==> config.mk <==
export PLATFORM = sky130hd
export DESIGN_NAME = timing_gen_vg
export DESIGN_NICKNAME = d
export VERILOG_FILES = /design/src/rtl/timing_gen_vg.sv
export SDC_FILE = /design/constraint.sdc
export NUM_CORES = 1
export LEC_CHECK = 0
export CORE_MARGIN = 2
export CORE_UTILIZATION = 30
export CTS_BUF_LIST = sky130_fd_sc_hd__clkbuf_8
export CTS_CLUSTER_SIZE = 10
export DETAILED_ROUTE_END_ITERATION = 6
export DONT_BUFFER_PORTS = 1
export GPL_TIMING_DRIVEN = 1
export PLACE_DENSITY_LB_ADDON = 0.15
export SKIP_LAST_GASP = 1
export SLEW_MARGIN = 5
export SYNTH_ARGS = -nofsm -noshare
export SYNTH_HDL_FRONTEND = slang
export SYNTH_SLANG_ARGS = --single-unit
==> constraint.sdc <==
create_clock -name clk_in -period 7.65 [get_ports clk_in]
set_input_delay 1.9125 -clock clk_in [delete_from_list [all_inputs] [get_ports clk_in]]
set_output_delay 1.9125 -clock clk_in [all_outputs]
set_load 0.01 [all_outputs]
==> src/rtl/timing_gen_vg.sv <==
// Programmable raster timing generator: h/v counters, sync/DE decode and a
// double-buffered config that only takes effect at a frame boundary or while idle.
module timing_gen_vg #(
  parameter int X_BITS = 13,
  parameter int Y_BITS = 13
) (
  input  logic              reset,
  input  logic              clk_in,
  input  logic              enable,
  input  logic              cfg_load,
  input  logic [X_BITS-1:0] cfg_h_total,
  input  logic [X_BITS-1:0] cfg_h_active,
  input  logic [X_BITS-1:0] cfg_h_front,
  input  logic [X_BITS-1:0] cfg_h_sync,
  input  logic [Y_BITS-1:0] cfg_v_total,
  input  logic [Y_BITS-1:0] cfg_v_active,
  input  logic [Y_BITS-1:0] cfg_v_front,
  input  logic [Y_BITS-1:0] cfg_v_sync,
  input  logic              cfg_hs_pol,
  input  logic              cfg_vs_pol,
  output logic [X_BITS-1:0] x,
  output logic [Y_BITS-1:0] y,
  output logic              hn_out,
  output logic              vn_out,
  output logic              dn_out,
  output logic [X_BITS-1:0] total_active_pix,
  output logic [Y_BITS-1:0] total_active_lines,
  output logic              frame_start,
  output logic [7:0]        frame_count,
  output logic              cfg_pending,
  output logic              cfg_err
);

  localparam int XW = X_BITS + 2;
  localparam int YW = Y_BITS + 2;

  typedef struct packed {
    logic [X_BITS-1:0] h_total;
    logic [X_BITS-1:0] h_active;
    logic [X_BITS-1:0] h_front;
    logic [X_BITS-1:0] h_sync;
    logic [Y_BITS-1:0] v_total;
    logic [Y_BITS-1:0] v_active;
    logic [Y_BITS-1:0] v_front;
    logic [Y_BITS-1:0] v_sync;
    logic              hs_pol;
    logic              vs_pol;
  } cfg_t;

  localparam cfg_t CFG_DEFAULT = '{
    h_total:  X_BITS'(1650), h_active: X_BITS'(1280),
    h_front:  X_BITS'(110),  h_sync:   X_BITS'(40),
    v_total:  Y_BITS'(750),  v_active: Y_BITS'(720),
    v_front:  Y_BITS'(5),    v_sync:   Y_BITS'(5),
    hs_pol:   1'b1,          vs_pol:   1'b1
  };

  cfg_t              cfg_in;
  cfg_t              act;
  cfg_t              pend;
  logic [X_BITS-1:0] h_cnt;
  logic [Y_BITS-1:0] v_cnt;

  logic [XW-1:0] in_h_sum;
  logic [YW-1:0] in_v_sum;
  logic          cfg_valid;
  logic [XW-1:0] h_sync_start;
  logic [XW-1:0] h_sync_end;
  logic [YW-1:0] v_sync_start;
  logic [YW-1:0] v_sync_end;
  logic          h_in_sync;
  logic          v_in_sync;
  logic          h_last;
  logic          v_last;
  logic          frame_wrap;
  logic          at_origin;

  assign cfg_in = '{
    h_total:  cfg_h_total,  h_active: cfg_h_active,
    h_front:  cfg_h_front,  h_sync:   cfg_h_sync,
    v_total:  cfg_v_total,  v_active: cfg_v_active,
    v_front:  cfg_v_front,  v_sync:   cfg_v_sync,
    hs_pol:   cfg_hs_pol,   vs_pol:   cfg_vs_pol
  };

  // Sums are widened so large porch/sync values cannot wrap past the total check.
  assign in_h_sum  = XW'(cfg_h_active) + XW'(cfg_h_front) + XW'(cfg_h_sync);
  assign in_v_sum  = YW'(cfg_v_active) + YW'(cfg_v_front) + YW'(cfg_v_sync);
  assign cfg_valid = (cfg_h_active != '0) && (cfg_v_active != '0) &&
                     (cfg_h_sync != '0) && (cfg_v_sync != '0) &&
                     (in_h_sum <= XW'(cfg_h_total)) && (in_v_sum <= YW'(cfg_v_total));

  assign h_sync_start = XW'(act.h_active) + XW'(act.h_front);
  assign h_sync_end   = h_sync_start + XW'(act.h_sync);
  assign v_sync_start = YW'(act.v_active) + YW'(act.v_front);
  assign v_sync_end   = v_sync_start + YW'(act.v_sync);
  assign h_in_sync    = (XW'(h_cnt) >= h_sync_start) && (XW'(h_cnt) < h_sync_end);
  assign v_in_sync    = (YW'(v_cnt) >= v_sync_start) && (YW'(v_cnt) < v_sync_end);
  assign h_last       = (h_cnt == act.h_total - X_BITS'(1));
  assign v_last       = (v_cnt == act.v_total - Y_BITS'(1));
  assign frame_wrap   = enable && h_last && v_last;
  assign at_origin    = (h_cnt == '0) && (v_cnt == '0);

  assign total_active_pix   = act.h_active;
  assign total_active_lines = act.v_active;

  always_ff @(posedge clk_in or negedge reset) begin
    if (!reset) begin
      h_cnt       <= '0;
      v_cnt       <= '0;
      x           <= '0;
      y           <= '0;
      hn_out      <= ~CFG_DEFAULT.hs_pol;
      vn_out      <= ~CFG_DEFAULT.vs_pol;
      dn_out      <= 1'b0;
      frame_start <= 1'b0;
      frame_count <= '0;
    end else if (!enable) begin
      h_cnt       <= '0;
      v_cnt       <= '0;
      x           <= '0;
      y           <= '0;
      hn_out      <= ~act.hs_pol;
      vn_out      <= ~act.vs_pol;
      dn_out      <= 1'b0;
      frame_start <= 1'b0;
    end else begin
      x           <= h_cnt;
      y           <= v_cnt;
      dn_out      <= (h_cnt < act.h_active) && (v_cnt < act.v_active);
      hn_out      <= h_in_sync ? act.hs_pol : ~act.hs_pol;
      vn_out      <= v_in_sync ? act.vs_pol : ~act.vs_pol;
      frame_start <= at_origin;
      if (at_origin) frame_count <= frame_count + 8'd1;
      if (h_last) begin
        h_cnt <= '0;
        v_cnt <= v_last ? '0 : v_cnt + Y_BITS'(1);
      end else begin
        h_cnt <= h_cnt + X_BITS'(1);
      end
    end
  end

  // A load in the same cycle as an apply lands in pending for the next boundary.
  always_ff @(posedge clk_in or negedge reset) begin
    if (!reset) begin
      act         <= CFG_DEFAULT;
      pend        <= CFG_DEFAULT;
      cfg_pending <= 1'b0;
      cfg_err     <= 1'b0;
    end else begin
      if (cfg_pending && (!enable || frame_wrap)) begin
        act         <= pend;
        cfg_pending <= 1'b0;
      end
      if (cfg_load) begin
        if (cfg_valid) begin
          pend        <= cfg_in;
          cfg_pending <= 1'b1;
          cfg_err     <= 1'b0;
        end else begin
          cfg_err <= 1'b1;
        end
      end
    end
  end

endmodule

==> results of run 1 <==
==> placed cells by master, fill, tap and decap left out, types with 5 or more instances in the layout <==
| cell | netlist | layout |
|---|---|---|
| dfrtp_1 | 214 | 214 |
| ha_1 | 185 | 185 |
| mux2_2 | 174 | 174 |
| inv_1 | 127 | 153 |
| nand2_1 | 80 | 80 |
| nor2_1 | 73 | 73 |
| xnor2_1 | 66 | 66 |
| a21oi_1 | 65 | 65 |
| dfstp_2 | 64 | 64 |
| o21ai_0 | 63 | 63 |
| clkbuf_8 | 0 | 60 |
| xor2_1 | 40 | 40 |
| mux2_1 | 40 | 40 |
| nor3_1 | 34 | 34 |
| fa_1 | 32 | 32 |
| o211ai_1 | 27 | 27 |
| nand4_1 | 25 | 25 |
| nor2b_1 | 23 | 23 |
| nand3_1 | 21 | 21 |
| a21o_1 | 20 | 20 |
| and3_1 | 20 | 20 |
| o21a_1 | 19 | 19 |
| and2_1 | 19 | 19 |
| nand2b_1 | 18 | 18 |
| nor4_1 | 18 | 17 |
| a31oi_1 | 14 | 14 |
| or3_1 | 13 | 13 |
| nor3b_1 | 13 | 13 |
| a211oi_1 | 12 | 12 |
| o221ai_1 | 12 | 12 |
| a21boi_0 | 9 | 9 |
| o31ai_1 | 7 | 7 |
| or2_2 | 7 | 7 |
| a211o_1 | 6 | 6 |
| nor4b_1 | 6 | 6 |
| a2111oi_0 | 6 | 6 |
| or4_1 | 5 | 5 |
| bufinv_16 | 0 | 5 |
==> power groups by stage <==
stage / clock, uW / sequential [uW] / combinational (uW)
after floorplan: 0 / 2380 / 3020
after global placement: 0 / 2750 / 3490
after detailed placement: 0 / 2760 / 3560
after CTS: 1650 / 2740 / 3590
after global routing: 1710 / 2820 / 4060
final: 1590 / 2740 / 3570
==> stage by stage <==
stage / utilization, % / power, uW / instances / area, um^2 / hold slack, ps
global route: 33.2 / 8590 / 2510 / 20000 / 518
global placement: 31.3 / 6240 / 2411 / 18800 / 476
detailed placement: 31.3 / 6320 / 2411 / 18800 / 487
floorplan: - / 5400 / 1695 / 18200 / 459
finish: 33.2 / 7900 / 2510 / 20000 / 495
CTS: 33.2 / 7990 / 2509 / 20000 / 495
==> state kept, by name, indices dropped and copies added (netlist names) <==
signal	count
frame_count	8
total_active_pix	13
x	13
hn_out	1
act	80
h_cnt	13
pend	106
cfg_pending	1
total_active_lines	13
v_cnt	13
cfg_err	1
dn_out	1
frame_start	1
vn_out	1
y	13
==> worst register-to-register path, cell delays in order (launching register included) <==
cell      delay [ps]
dfrtp_1          440
ha_1             270
inv_1             80
fa_1             200
nor2b_1           60
o21ai_0          190
a21boi_0         180
o41ai_1          440
o21ai_0          230
o41ai_1          540
xnor2_1          190
ha_1             360
inv_1             90
or3_1            310
nor3_1           140
nor3b_1           80
ha_1             210
nor4_1           310
o311a_1          220
a311oi_1          60
nor4_1           340
xnor2_1          200
==> metal layers <==
metal  vias to the layer above  track usage (%)
met5                         -                0
met4                         2             5.12
met3                        84             3.99
met2                       285             25.0
met1                      6240             24.5
li1                       6093                -
==> cells by family after synthesis <==
group           synth area share [%]
flops                           38.6
compound gates                  10.8
buf+inv                         4.84
xor+xnor                        5.10
mux                             13.3
simple gates                    11.0
fa+ha+maj                       16.2
==> cell type report <==
class                   instances  area share (%)
clock buffers                  60            4.13
clock inverters                38            1.55
flip-flops and latches        278            35.2
well taps                     782            4.90
repair buffers                  5           0.251
inverters                     127            2.39
multi-input cells            1219            51.6
diodes                          1          0.0125
==> final timing paths <==
kind,start,endpoint,slack (ps),cells past startpoint
max in group asynchronous,reset,act[55],6070,0
max reg2reg,total_active_pix[0],hn_out,2420,21
min in group asynchronous,reset,total_active_lines[8],970,0
max,cfg_v_active[1],pend[6],1650,17
min,pend[63],act[63],500,1
min reg2reg,pend[63],act[63],500,1
==> out/metrics.yaml, run 1 <==
run_status: "finished clean"
area_growth_pct: 9.70
gr-total-overflow: 0
vdd_drop_max_v: 0.000122
synth_flop_cell: "dfrtp_1"
wl_per_cell_um: 21.2
rows: 90
synth_most_common_cell: "dfrtp_1"
grt_max_degree: 279
clockRootBuffer: "clkbuf_8"
met2_length_mm: 22.4
die_w_um: 250
setup_violations: 0
htree_levels: 2
arrival_ps: 6500
finClkSkew_ps: 33.9
async_flop_share_pct: 100
yosys.area.top_type: "dfrtp_1"
tns_ps: 0
max_slew.worst_pin.slew_ps: 1010
grt.total_usage_pct: 17.0
cp-start-kind: "input port"
crit_required_ps: 8160
path_max_fanout: 108
synth_area_leaders: "dfrtp_1, ha_1, mux2_2"
crit_family: "compound AO/OA/AOI/OAI gates"
clock_path_buffers: 3
p_leak_uw: 0.00918
ant_nets: 0
multiInputGateArea_um2: 10300
holdBufCountCts: 0
seq_power_share_pct: 34.7
hold_viol_final: 0
initial_utilization_pct: 30.3
clkPwrFrac_pct: 20.1
synth_cell_type_count: 63
ys_ff_latch: 278
fin_ws_ps: 1650
grt_setup_unrepaired: "false"
end_kind: "register"
die_h_um: 250
critPathKind: "input port to register"
grt_pass1_wl_mm: 81.1
layout-drive-gt1-share_pct: 19.0
switchingPower_uw: 3160
path_clk_slew_ps: 60
cp_cell_sequence: "fa_1 > ha_1 > fa_1 > a211o_1 > a21boi_0 > nor2_1 > a21oi_1 > xnor2_1 > ha_1 > nand4_1 > nor3_1 > o31ai_1 > a31oi_1 > a2111oi_0 > o211ai_1 > buf_12 > mux2_2"
slew_violations: 0
drc: 0
pwr-share-comb_pct: 45.2
viasPerCell: 5.06
cts-resized-gates: 0
place_ws_ps: 1050
yosysTopAreaCellShare_pct: 29.4
dieArea_um2: 62700
yosysSeqAreaShare_pct: 38.6
synth_commonest_cells: "dfrtp_1, ha_1, mux2_2"
drt_iter0_drc: 840
dp_hpwl_mm: 40.3
cp_slowest_stage_delay_ps: 520
regArea_um2: 7040
post_cts_buffers: 0
yosys_warnings: 0
slew_headroom_pct: 31.9
portBuffers: 0
highest_layer: "met5"
max_freq_ghz: 0.167
m1WireLength_mm: 26.4
clock_sinks: 278
internal_power_uw: 4740
grt_pass1_vias: 12700
antenna_found_initial: 2
first_pass_iters: 4
core_um2: 60100
synthesis.nets: 2022
syn_inst: 1695
critPathBufInv: 1
vias: 12700
clock_latency_ps: 650
synth.avg_cell_area_um2: 10.7
p_sw_share_pct: 40.0
wl_mm: 53.2
dr_wl_met3_mm: 2.94
cts_inserted_buffers: 52
fillers: 6150
period_needed_ps: 6000
synth.cell_area_um2: 18200
gp_congestion: 0.835
cts_tree: "yes"
cpMaxStageDelayCell: "buf_12"
fin_nets: 2010
io_pins: 176
hold_path_class: "register to register"
power_density_nw_per_um2: 395
period_share_pct: 78.4
drv_cap: 0
synth-edff-count: 0
(Power assumes the default switching activity.)
==> run 2, diff against run 1 <==
==> constraint.sdc (replaced) <==
create_clock -name clk_in -period 5.7 [get_ports clk_in]
set_input_delay 1.425 -clock clk_in [delete_from_list [all_inputs] [get_ports clk_in]]
set_output_delay 1.425 -clock clk_in [all_outputs]
set_load 0.01 [all_outputs]
==> run 2 against run 1 <==
Net effect: routed wire length is 0.29% lower; sequential cell count stayed put; via count increased by 1.5%; setup slack worse by 1100 ps; sequential share of layout area is 0.48 points lower; clock-buffer cell count up 6; register-to-register slack got worse by 1800 ps; critical path type unchanged; largest cell class unchanged; highest routed layer unchanged.
==> out/metrics.yaml, run 2 (same netlist as run 1, synthesis figures left out) <==
run_status: "finished clean"
layout-drive-gt1-share_pct: 20.8
period_needed_ps: 5180
first_pass_iters: 4
grt_pass1_vias: 12900
hold_viol_final: 0
reg_top3: "pend (106), act (80)"
portBuffers: 0
cts-resized-gates: 0
ant_nets: 0
cpMaxStageDelayCell: "fa_1"
final_cell_mix: "dfrtp_1, ha_1, mux2_2"
gp_congestion: 0.882
clock_latency_ps: 650
power_density_nw_per_um2: 520
post_cts_buffers: 0
pwr-share-comb_pct: 46.2
cp_slowest_stage_delay_ps: 500
critPathKind: "input port to register"
wl_mm: 53.1
dr_wl_met3_mm: 2.79
gr-total-overflow: 0
max_slew.worst_pin.slew_ps: 1010
area_growth_pct: 11.2
p_leak_uw: 0.00934
vdd_drop_max_v: 0.000211
p_sw_share_pct: 40.1
slew_headroom_pct: 32.5
stdcell_count: 2542
grt_max_degree: 279
wl_per_cell_um: 20.9
cp-start-kind: "input port"
layout_commonest_cell: "dfrtp_1"
clock_sinks: 278
htree_levels: 2
internal_power_uw: 6310
core_um2: 60100
dieArea_um2: 62700
path_clk_slew_ps: 60
setup_violations: 0
drc: 0
initial_utilization_pct: 30.3
drv_cap: 0
top_register: "pend"
antenna_found_initial: 2
die_h_um: 250
switchingPower_uw: 4220
cp_cell_sequence: "fa_1 > ha_1 > a21oi_1 > a2bb2oi_1 > a21oi_1 > o311a_1 > o21a_1 > nor2_1 > xnor2_1 > ha_1 > a21oi_1 > o31ai_1 > a31oi_1 > a22oi_1 > a2111oi_0 > o211ai_1 > buf_4 > buf_12 > mux2_2"
die_w_um: 250
m1WireLength_mm: 26.7
placed_cells: 2445
met2_length_mm: 22.2
cts_inserted_buffers: 51
seq_power_share_pct: 34.9
arrival_ps: 5690
rows: 90
dp_hpwl_mm: 41.1
slew_violations: 0
max_freq_ghz: 0.193
clkPwrFrac_pct: 18.9
crit_top_cell: "a21oi_1"
hold_path_class: "register to register"
largest_reg_flops: 106
clockRootBuffer: "clkbuf_8"
grt.total_usage_pct: 17.0
vias: 12900
path_max_fanout: 13
fin_nets: 2043
highest_layer: "met5"
clock_path_buffers: 3
finClkSkew_ps: 45.1
io_pins: 176
grt_setup_unrepaired: "false"
tns_ps: 0
cts_tree: "yes"
drt_iter0_drc: 727
holdBufCountCts: 0
period_share_pct: 90.9
end_kind: "register"
grt_pass1_wl_mm: 81.9
crit_required_ps: 6210
reg2reg_setup_slack_ps: 580
viasPerCell: 5.07
==> run 2: cell types whose count changed in the layout (fill, tap and decap cells not counted), sizes merged <==
cell / change
clkbuf: +6
buf: +34
bufinv: -4
clkinvlp: +1
clkinv: -2
inv: -3
==> run 2: worst paths after layout <==
kind | startpoint | cells after the start | endpoint
min | act[78] | 1 | act[78]
max | cfg_h_active[2] | 19 | pend[30]
max reg2reg | total_active_lines[0] | 19 | vn_out
min reg2reg | act[78] | 1 | act[78]
max in group asynchronous | reset | 0 | y[10]
min in group asynchronous | reset | 0 | pend[31]
==> run 2: worst max-delay path: cells and delay by family <==
kind                     cells  cell delay (ps)
buffers and inverters        2              400
multiplexers                 1              280
AND/OR/NAND/NOR              1              110
adder cells (fa/ha/maj)      3             1070
XOR/XNOR                     1              140
AO/OA/AOI/OAI               11             2240
==> run 2: cell type report <==
type	count	area, um^2
fill	6078	39900
clock inverter	30	170
multi-input combinational	1219	10300
antenna	1	2.50
sequential	278	7040
tap	782	978
inverter	127	477
clock buffer	66	908
timing repair buffer	39	368
==> run 2: per-layer routing <==
layer / vias up / global-route usage [%]
li1: 6141 / -
met1: 6420 / 24.8
met2: 258 / 24.7
met3: 75 / 4.18
met4: 2 / 5.03
met5: - / 0
==> run 2: power groups by stage <==
stage	Combinational, uW	Clock [uW]	Sequential, uW
after global placement	4750	0	3690
after CTS	4890	2070	3680
after floorplan	4050	0	3190
final	4860	1990	3680
after detailed placement	4840	0	3710
after global routing	5540	2160	3780
==> run 2: metrics by stage <==
stage | worst slack (ps) | util, % | total power (uW) | hold WS, ps | area [um^2]
final | 518 | 33.7 | 10500 | 493 | 20300
after global routing | 5.96 | 33.7 | 11500 | 479 | 20300
after floorplan | 6.56 | - | 7240 | 459 | 18200
after CTS | 355 | 33.7 | 10600 | 438 | 20200
after global placement | -122 | 31.9 | 8450 | 478 | 19200
after detailed placement | -154 | 31.9 | 8560 | 485 | 19200
==> run 3, diff against run 2 <==
--- a/config.mk
+++ b/config.mk
@@ -5,6 +5,7 @@
 export SDC_FILE = /design/constraint.sdc
 export NUM_CORES = 1
 export LEC_CHECK = 0
+export CORE_ASPECT_RATIO = 1.4
 export CORE_MARGIN = 2
 export CORE_UTILIZATION = 30
 export CTS_BUF_LIST = sky130_fd_sc_hd__clkbuf_8
==> run 3 against run 2 <==
Net effect: register-to-register slack barely moved; global-route usage up 0.78 points; combinational power up 1%; critical path type unchanged; fmax shrank 4.2%; die area is essentially flat; routed wire length up 4.0%; sequential cell count unchanged; first-iteration DRC count is 36% lower; sequential power is 3% lower; highest routed layer is now met4; via count fell by 0.97%; non-clock buffer count rose by 14; sequential share of layout area down 0.44 points.
==> out/metrics.yaml, run 3 (same netlist as run 1, synthesis figures left out) <==
io_pins: 176
cts_inserted_buffers: 52
finClkSkew_ps: 40.8
top_register: "pend"
cp_slowest_stage_delay_ps: 500
gr-total-overflow: 0
drc: 0
reg2reg_setup_slack_ps: 570
pwr-share-comb_pct: 46.3
slew_headroom_pct: 34.2
cts_tree: "yes"
rows: 106
wl_per_cell_um: 21.3
gp_congestion: 0.851
internal_power_uw: 6440
final_cell_mix: "dfrtp_1, ha_1, mux2_2"
cp_cell_sequence: "fa_1 > ha_1 > a21oi_1 > a2bb2oi_1 > a21oi_1 > o311a_1 > o21a_1 > nor2_1 > xnor2_1 > ha_1 > a21oi_1 > o31ai_1 > a31oi_1 > a22oi_1 > buf_4 > a2111oi_1 > o211ai_1 > buf_12 > buf_12 > mux2_2"
max_slew.worst_pin.slew_ps: 978
run_status: "finished clean"
htree_levels: 2
hold_path_class: "register to register"
clkPwrFrac_pct: 20.2
regToRegEndpoint: "hn_out"
clock_path_buffers: 3
path_clk_slew_ps: 60
p_leak_uw: 0.00943
fin_ws_ps: 289
arrival_ps: 5930
clock_latency_ps: 660
initial_utilization_pct: 30.4
clockRootBuffer: "clkbuf_8"
dieArea_um2: 62700
setup_violations: 0
area_growth_pct: 12.6
dp_hpwl_mm: 42.8
die_w_um: 212
grt.total_usage_pct: 17.8
cp-start-kind: "input port"
drt_iter0_drc: 468
place_ws_ps: -417
wl_mm: 55.2
reg2reg_from: "total_active_pix[0]"
post_cts_buffers: 0
cpMaxStageDelayCell: "fa_1"
fin_nets: 2058
die_h_um: 296
period_share_pct: 94.9
slew_violations: 0
seq_power_share_pct: 33.5
whs_endpoint: "total_active_pix[9]"
power_density_nw_per_um2: 517
power_uw: 10600
r2r_cells: 22
clock_sinks: 278
placed_cells: 2487
ant_nets: 0
grt_max_degree: 279
critPathKind: "input port to register"
core_um2: 59900
crit_family: "compound AO/OA/AOI/OAI gates"
vdd_drop_max_v: 0.000201
vias: 12800
portBuffers: 0
stdcell_count: 2589
antenna_found_initial: 4
switchingPower_uw: 4160
period_needed_ps: 5410
reg_top3: "pend (106), act (80)"
hold_viol_final: 0
largest_reg_flops: 106
tns_ps: 0
end_kind: "register"
viasPerCell: 4.93
hold_path_startpoint: "pend[89]"
crit_required_ps: 6220
drv_cap: 0
fillers: 6244
holdPathStages: 1
critPathBufInv: 3
max_freq_ghz: 0.185
layout-drive-gt1-share_pct: 22.0
layout_commonest_cell: "dfrtp_1"
grt_pass1_wl_mm: 83.2
first_pass_iters: 4
path_max_fanout: 17
p_sw_share_pct: 39.3
crit_top_cell: "a21oi_1"
grt_pass1_vias: 13400
grt_setup_unrepaired: "false"
==> run 3: cell types whose count changed in the layout (fill, tap and decap cells not counted), sizes merged <==
cell and delta:
bufinv +2, clkbuf +1, buf +14, clkinv +8, clkinvlp +1, diode +3
inv -10
==> run 3: area by class of cell <==
| class | instances | area [um^2] | share of cell area (%) |
|---|---|---|---|
| Multi-Input combinational cell | 1219 | 10300 | 50.3 |
| Sequential cell | 278 | 7040 | 34.3 |
| Tap cell | 810 | 1010 | 4.94 |
| Clock buffer | 67 | 922 | 4.50 |
| Timing Repair Buffer | 53 | 510 | 2.49 |
| Inverter | 127 | 477 | 2.32 |
| Clock inverter | 31 | 230 | 1.12 |
| Antenna cell | 4 | 10.0 | 0.0488 |
==> run 3: worst register-to-register path, cell delays in order, from the launching register on <==
cell and delay [ps]:
dfrtp_1 450, ha_1 260, inv_1 70, fa_1 200, nor2b_1 60, o21ai_0 190, a21boi_0 170, o41ai_1 430
o21ai_0 280, o41ai_2 380, xnor2_1 150, ha_1 340, inv_1 90, or3_1 310, nor3_1 140, nor3b_1 80
ha_1 210, nor4_1 340, o311a_1 240, a311oi_1 50, nor4_1 280, buf_4 160, xnor2_1 140
==> run 3: worst max-delay path by stage <==
stage / start / end / slack [ps] / cells past startpoint
global route: cfg_h_active[2] / pend[49] / 40 / 20
detailed placement: cfg_v_active[2] / pend[56] / -420 / 19
finish: cfg_h_active[2] / pend[49] / 290 / 20
global placement: cfg_h_active[2] / pend[45] / -340 / 20
floorplan: cfg_h_active[6] / pend[10] / 7 / 19
CTS: cfg_v_active[2] / pend[49] / 260 / 19
==> run 3: power groups by stage <==
stage | Combinational (uW) | Clock [uW] | Sequential (uW)
3_5_place_dp | 4930 | 0 | 3630
6_report | 4910 | 2140 | 3560
3_3_place_gp | 4820 | 0 | 3620
2_1_floorplan | 4050 | 0 | 3190
4_1_cts | 4970 | 2240 | 3600
5_1_grt | 5590 | 2310 | 3670
==> run 3: routing by layer <==
layer	vias up	part of all wire (%)	GRT usage [%]
met5	-	0	0
met4	0	2.1	5.08
met3	69	4.4	3.57
met2	196	57	35.4
met1	6331	37	18.5
li1	6175	-	-
==> run 3: through the flow <==
step	utilization (%)	cell area (um^2)	hold slack, ps
finish	34.2	20500	483
global route	34.2	20500	452
CTS	34.2	20500	430
detailed placement	32.3	19300	475
global placement	32.3	19300	470
floorplan	-	18200	459
==> run 3: timing repair <==
| item | CTS | global route |
|---|---|---|
| resized for setup | 0 | 3 |
| hold buffers | 0 | 0 |
| hold endpoints to repair | 0 | 0 |
| endpoints found under the setup margin | 0 | 35 |
